## src/rtl/seg7_scan_driver.sv

```systemverilog
// Two-digit multiplexed 7-segment driver.
// Adds a dead cycle at the start of each digit slot, leading-zero blanking, blank and blink.
module seg7_scan_driver #(
  parameter int SCAN_DIV           = 1000,
  parameter int BLINK_FRAMES       = 64,
  parameter bit COMMON_ANODE       = 1'b0,
  parameter bit BLANK_LEADING_ZERO = 1'b1
) (
  input  logic       clk,
  input  logic       rst,
  input  logic [3:0] bcd_tens,
  input  logic [3:0] bcd_units,
  input  logic       blank,
  input  logic       blink,
  output logic [6:0] seg,
  output logic [1:0] dig_en,
  output logic       frame_tick
);

  localparam int              CNT_W    = $clog2(SCAN_DIV);
  localparam logic [CNT_W-1:0] CNT_LAST = CNT_W'(SCAN_DIV - 1);
  localparam int              FRM_W    = $clog2(BLINK_FRAMES + 1);
  localparam logic [FRM_W-1:0] FRM_LAST = FRM_W'(BLINK_FRAMES - 1);
  localparam logic [6:0]      SEG_OFF  = COMMON_ANODE ? 7'h7F : 7'h00;
  localparam logic [1:0]      DIG_OFF  = COMMON_ANODE ? 2'b11 : 2'b00;

  typedef enum logic {UNITS = 1'b0, TENS = 1'b1} slot_t;

  slot_t            slot;
  logic [CNT_W-1:0] cnt;
  logic [3:0]       sh_tens;
  logic [3:0]       sh_units;
  logic [FRM_W-1:0] frm_cnt;
  logic             blink_phase;

  logic             dead;
  logic             frame_end;
  logic             tens_dark;
  logic [6:0]       seg_nxt;
  logic [1:0]       dig_nxt;

  // Active-high segment pattern; codes above 9 show a dash.
  function automatic logic [6:0] decode(input logic [3:0] d);
    case (d)
      4'd0:    decode = 7'h3F;
      4'd1:    decode = 7'h06;
      4'd2:    decode = 7'h5B;
      4'd3:    decode = 7'h4F;
      4'd4:    decode = 7'h66;
      4'd5:    decode = 7'h6D;
      4'd6:    decode = 7'h7D;
      4'd7:    decode = 7'h07;
      4'd8:    decode = 7'h7F;
      4'd9:    decode = 7'h6F;
      default: decode = 7'h40;
    endcase
  endfunction

  always_comb begin
    // NOTE: every output of this block gets a default first, so no latch can be inferred.
    seg_nxt   = 7'h00;
    dig_nxt   = 2'b00;
    dead      = (cnt == '0);
    frame_end = (cnt == CNT_LAST) && (slot == TENS);
    tens_dark = BLANK_LEADING_ZERO && (sh_tens == 4'd0);
    if (!blank && !blink_phase && !dead) begin
      if (slot == UNITS) begin
        dig_nxt = 2'b01;
        seg_nxt = decode(sh_units);
      end else if (!tens_dark) begin
        dig_nxt = 2'b10;
        seg_nxt = decode(sh_tens);
      end
    end
  end

  // NOTE: all state here uses non-blocking assignments so every register samples pre-edge values.
  always_ff @(posedge clk or posedge rst) begin
    if (rst) begin
      cnt         <= '0;
      slot        <= UNITS;
      sh_tens     <= 4'd0;
      sh_units    <= 4'd0;
      frm_cnt     <= '0;
      blink_phase <= 1'b0;
      seg         <= SEG_OFF;
      dig_en      <= DIG_OFF;
      frame_tick  <= 1'b0;
    end else begin
      if (cnt == CNT_LAST) begin
        cnt  <= '0;
        slot <= (slot == UNITS) ? TENS : UNITS;
      end else begin
        cnt <= cnt + CNT_W'(1);
      end

      // Both digits are captured together so a frame never mixes two samples.
      if (dead && slot == UNITS) begin
        sh_tens  <= bcd_tens;
        sh_units <= bcd_units;
      end

      if (!blink) begin
        frm_cnt     <= '0;
        blink_phase <= 1'b0;
      end else if (frame_end) begin
        if (frm_cnt == FRM_LAST) begin
          frm_cnt     <= '0;
          blink_phase <= ~blink_phase;
        end else begin
          frm_cnt <= frm_cnt + FRM_W'(1);
        end
      end

      seg        <= seg_nxt ^ SEG_OFF;
      dig_en     <= dig_nxt ^ DIG_OFF;
      frame_tick <= frame_end;
    end
  end

endmodule
```

## config.mk

```make
export PLATFORM = sky130hd
export DESIGN_NAME = seg7_scan_driver
export DESIGN_NICKNAME = d
export VERILOG_FILES = /design/src/rtl/seg7_scan_driver.sv
export SDC_FILE = /design/constraint.sdc
export NUM_CORES = 1
export LEC_CHECK = 0
export ABC_AREA = 1
export CAP_MARGIN = 10
export CORE_UTILIZATION = 36
export DETAILED_ROUTE_END_ITERATION = 12
export GPL_TIMING_DRIVEN = 1
export HOLD_SLACK_MARGIN = 0.06
export PLACE_DENSITY = 0.64
export SYNTH_ARGS = -nofsm -noshare
export SYNTH_HDL_FRONTEND = slang
export SYNTH_SLANG_ARGS = --single-unit
```

## constraint.sdc

```tcl
create_clock -name clk -period 3 [get_ports clk]
set_input_delay 0.75 -clock clk [delete_from_list [all_inputs] [get_ports clk]]
set_output_delay 0.75 -clock clk [all_outputs]
set_load 0.01 [all_outputs]
```

Word-level counts from Yosys, hierarchy flattened
Memory sizes are Yosys's and may differ from the RTL's. Index checks and enable logic that the tools add are counted.

Bits in registers: 37. Latch bits: 0. Memory bits (writable): 0. ROM bits: 224. Bits of input ports: 12. Word-level logic and storage cells: 43. Memories: 2.

$add $sub $neg: 2. $mul: 0. Div/mod/pow operators: 0. $lt $le $gt $ge: 0. Equal/unequal tests: 4. Shift-type cells: 0. Multiplexer cells: 14. Bitwise gates (word level): 2. Reductions and logical operators: 10.

Memories: (no name shown) (depth 16, bits a word 7, rd ports 1, clocked after memory_dff 0, write ports 0, line 44) `case (d)`; (no name shown) (depth 16, bits a word 7, rd ports 1, clocked after memory_dff 0, write ports 0, line 44).

Operator list (number): $mux 7 (6); $add 10x1->10 const B (1); $eq 10x10->1 const B (1); $logic_not 10->1 (1); $mux 10 (1); $add 7x1->7 const B (1); $eq 7x6->1 const B (1); $mux 2 (3); $logic_and 1x1->1 (4); $logic_not 4->1 (1); $mux 1 (4); $ne 2x1->1 const B (2); $logic_not 1->1 (3); $not 1->1 (2); $reduce_and 2->1 (1).

Logic depth before layout (Yosys ltp)
Depth in word-level cells: 4. Gate-level depth with buffers: 9. Mapped depth without buffers: 9.

Worst setup path after synthesis
No wires, ideal clock.

Kind: register -> register. Start: register cnt[0]. End: register sh_units[3]. Setup time: 0.118 ns. Data arrival time: 1.161 ns. Data required time: 2.882 ns. Slack: 1.721 ns. Stages on the path, launching flop included: 9. Path buffers: 1. Period minus slack after synthesis: 1.279 ns. Cell sequence: dfrtp_1 inv_1 ha_1 nand2_1 nor2_2 nand3_2 buf_6 nand2_1 o21ai_2.

Longest elaborated chain between the ends: 2.

Ends and longest elaborated chain: from (decl) (line 30) `logic [CNT_W-1:0] cnt;`; from (signal assigned) (line 94) `cnt <= cnt + CNT_W'(1);`; $logic_not 10->1 (line 63) `dead = (cnt == '0);`; $logic_and 1x1->1 (line 98) `if (dead && slot == UNITS) begin`; to (signal assigned) (line 100) `sh_units <= bcd_units;`; to (decl) (line 32) `logic [3:0] sh_units;`.

No other way between the ends. A chain may end at the register's enable or synchronous reset.

Final worst setup path
Start: register seg[6]. End: output seg[6].

RTL lines: from (decl) (line 15) `output logic [6:0] seg,`; from (signal assigned) (line 115) `seg <= seg_nxt ^ SEG_OFF;`.

No word-level cell between the ends.

==> results.py <==
metrics = {
    "status": {
        "status": "complete, no violations",
    },
    "timing": {
        "holdWs_ns": 0.506,
        "slew_violations": 0,
        "fmax_mhz": 526,
        "finalCritPeriodShare_pct": 63.3,
        "setup_viol": 0,
        "setup_tns_ns": 0,
        "slew-limit-headroom_pct": 69.6,
        "finalHoldViolCount": 0,
        "skew_ns": 0.00852,
        "rsz0062_at_grt": "false",
        "tightest_slew_ns": 0.456,
        "fin_crit_ns": 1.90,
    },
    "synth": {
        "seq_area_frac_synth_pct": 44.5,
        "synthTopCellsByArea": "dfrtp_1 45%, nand2_1 11%, ha_1 7.8%",
        "synth_xor_xnor_area_share_pct": 1.68,
        "syn_nets": 278,
        "yosys.area_share.simple_pct": 28.3,
        "synth_top_family_by_area": "simple AND/OR/NAND/NOR gates",
        "synthCells": 253,
        "syn_area_per_cell_um2": 8.22,
        "ys_types": 26,
        "synth_seq_cells": 37,
        "synthMuxAreaShare_pct": 0,
        "synth_top_cell_area_share_pct": 44.5,
        "synth_fa_ha_area_share_pct": 7.82,
        "yosysTopAreaCell": "dfrtp_1",
        "synth_compound_area_share_pct": 9.93,
        "yosys_warnings": 0,
        "synth.cell_area_mm2": 0.00208,
    },
    "route": {
        "wl_per_cell_um": 10.3,
        "wirelength_um": 3620,
        "drt_iter0_drc": 37,
        "num_vias": 1599,
        "drc": 0,
        "via_per_inst": 4.53,
        "firstDrtPassIters": 5,
        "detail-route-antenna-nets": 0,
    },
    "pwr": {
        "peakVddDrop_mv": 0.171,
        "power.share.clock_pct": 35.2,
        "power_leakage_nw": 1.27,
        "pwr-share-comb_pct": 11.2,
        "switching_share_pct": 24.1,
        "p_switching_mw": 0.238,
        "p_seq_share_pct": 53.7,
        "p_per_area_mw_per_mm2": 402,
        "p_int_mw": 0.751,
    },
    "global_route": {
        "grt_pass1_wl_um": 6680,
        "grt_pass1_vias": 1536,
        "grt_max_degree": 38,
        "grtUsageTotal_pct": 14.2,
        "antenna_found_initial": 0,
        "overflow": 0,
    },
    "critical_path": {
        "crit_path_start_kind": "flip-flop",
        "crit_chain": "clkdlybuf4s50_1",
        "slowest_delay_ns": 0.53,
        "crit_buf_inv": 1,
        "critPathCaptureType": "output pin",
        "cp_data_required_time_ns": 2.25,
        "cp.arrival_ns": 1.15,
        "crit_family": "buffers and inverters",
        "worstPathMaxFanout": 1,
        "path_class": "reg2out",
        "slowest_stage": "clkdlybuf4s50_1",
    },
    "clocking": {
        "post-cts-setup-buffer-count": 0,
        "cts.clk_slew.worst_paths_ns": 0.07,
        "cts.path.max_buffers": 2,
        "clock_latency_ns": 0.29,
        "cts-root-buf": "clkbuf_8",
        "cts_tree": "yes",
        "clock-sinks": 37,
        "cts_inserted_buffers": 5,
        "ctsHoldBuffers": 0,
        "cts_resized": 0,
        "htreeDepth": 2,
    },
    "floorplanning": {
        "dieArea_mm2": 0.00608,
        "core-area_mm2": 0.00554,
        "num_rows": 27,
        "fp.dieW_um": 78,
        "pin_count": 22,
        "start_util_pct": 37.5,
        "dieHeight_um": 78,
    },
    "placed_design": {
        "dpl.hpwl_um": 2750,
        "place_congestion": 0.859,
        "portBuffers": 21,
        "placed_cells": 346,
    },
    "cells_and_area": {
        "final_net_count": 306,
        "final_cell_mix": "62 x nand2_1, 37 x dfrtp_1, 36 x inv_1, 25 x nor2_1, 21 x clkdlybuf4s50_1",
        "antennaDiodeCount": 0,
        "area_growth_syn_to_layout_pct": 18.4,
        "layout_commonest_cell": "nand2_1",
        "drive_gt1_share_pct": 13.9,
        "fill_cells": 573,
        "final_cells": 353,
    },
    "hold_path": {
        "min_path_type": "reg2reg",
    },
    "job": {
        "drv_cap": 0,
    },
}
==> cells in the mapped netlist, drive strengths merged <==
master	n
nor2	32
dfrtp	37
a41oi	1
ha	13
buf	1
o22ai	1
a21oi	10
nand4	3
or2	3
nand3	14
nor3	5
o21ai	20
inv	40
xor2	4
o211ai	1
nand2	68
==> logic make-up (layout without fill, tap and decap cells) <==
group / Yosys count / count (layout)
flops: 37 / 37
fa+ha+maj: 13 / 13
simple gates: 125 / 125
xor+xnor: 4 / 4
compound gates: 33 / 33
buf+inv: 41 / 69
==> state kept, by name (all words and copies together) (netlist names) <==
name and cells:
blink_phase 1, cnt 10, dig_en 2, frame_tick 1
frm_cnt 7, seg 7, sh_tens 4, sh_units 4
slot 1
==> power groups by stage <==
stage / registers [mW] / clock network [mW] / logic (mW)
global route: 0.534 / 0.386 / 0.126
detailed placement: 0.541 / 0 / 0.113
finish: 0.531 / 0.348 / 0.110
floorplan: 0.543 / 0 / 0.0591
global placement: 0.541 / 0 / 0.112
CTS: 0.531 / 0.362 / 0.114
==> worst paths after layout <==
kind	to	cells past startpoint	slack, ns	from
max in group asynchronous	sh_units[0]$_DFFE_PP0P_	3	1.81	rst
worst max-delay path	seg[6]	1	1.10	seg[6]$_DFF_PP0_
min in group asynchronous	blink_phase$_DFFE_PP0P_	3	0.86	rst
worst min register to register	blink_phase$_DFFE_PP0P_	2	0.51	blink_phase$_DFFE_PP0P_
worst min-delay path	blink_phase$_DFFE_PP0P_	2	0.51	blink_phase$_DFFE_PP0P_
worst max register to register	sh_units[1]$_DFFE_PP0P_	7	1.48	cnt[0]$_DFF_PP0_
==> per-layer routing <==
| metal | track usage (%) | share of wire, % | up-vias |
|---|---|---|---|
| li1 | - | - | 850 |
| met1 | 17.5 | 47 | 710 |
| met2 | 23.0 | 47 | 33 |
| met3 | 4.82 | 4.7 | 6 |
| met4 | 5.56 | 1.6 | 0 |
| met5 | 0 | 0 | - |
==> stage by stage <==
| step | cell area [µm²] | total power, mW | util (%) | setup slack, ns |
|---|---|---|---|---|
| 6_report | 2460 | 0.989 | 44.4 | 1.10 |
| 5_1_grt | 2460 | 1.05 | 44.4 | 1.05 |
| 4_1_cts | 2460 | 1.01 | 44.4 | 1.07 |
| 3_5_place_dp | 2380 | 0.654 | 42.9 | 1.16 |
| 3_3_place_gp | 2380 | 0.653 | 42.9 | 1.18 |
| 2_1_floorplan | 2080 | 0.602 | - | 1.42 |
==> area by class of cell <==
| type | instances | area, µm² | area share, % |
|---|---|---|---|
| Clock buffer | 7 | 86.3 | 3.51 |
| Timing Repair Buffer | 22 | 218 | 8.84 |
| Multi-Input combinational cell | 175 | 992 | 40.3 |
| Sequential cell | 37 | 926 | 37.6 |
| Tap cell | 72 | 90.1 | 3.66 |
| Inverter | 40 | 150 | 6.10 |
No activity file was read; power rests on OpenSTA's default activity.
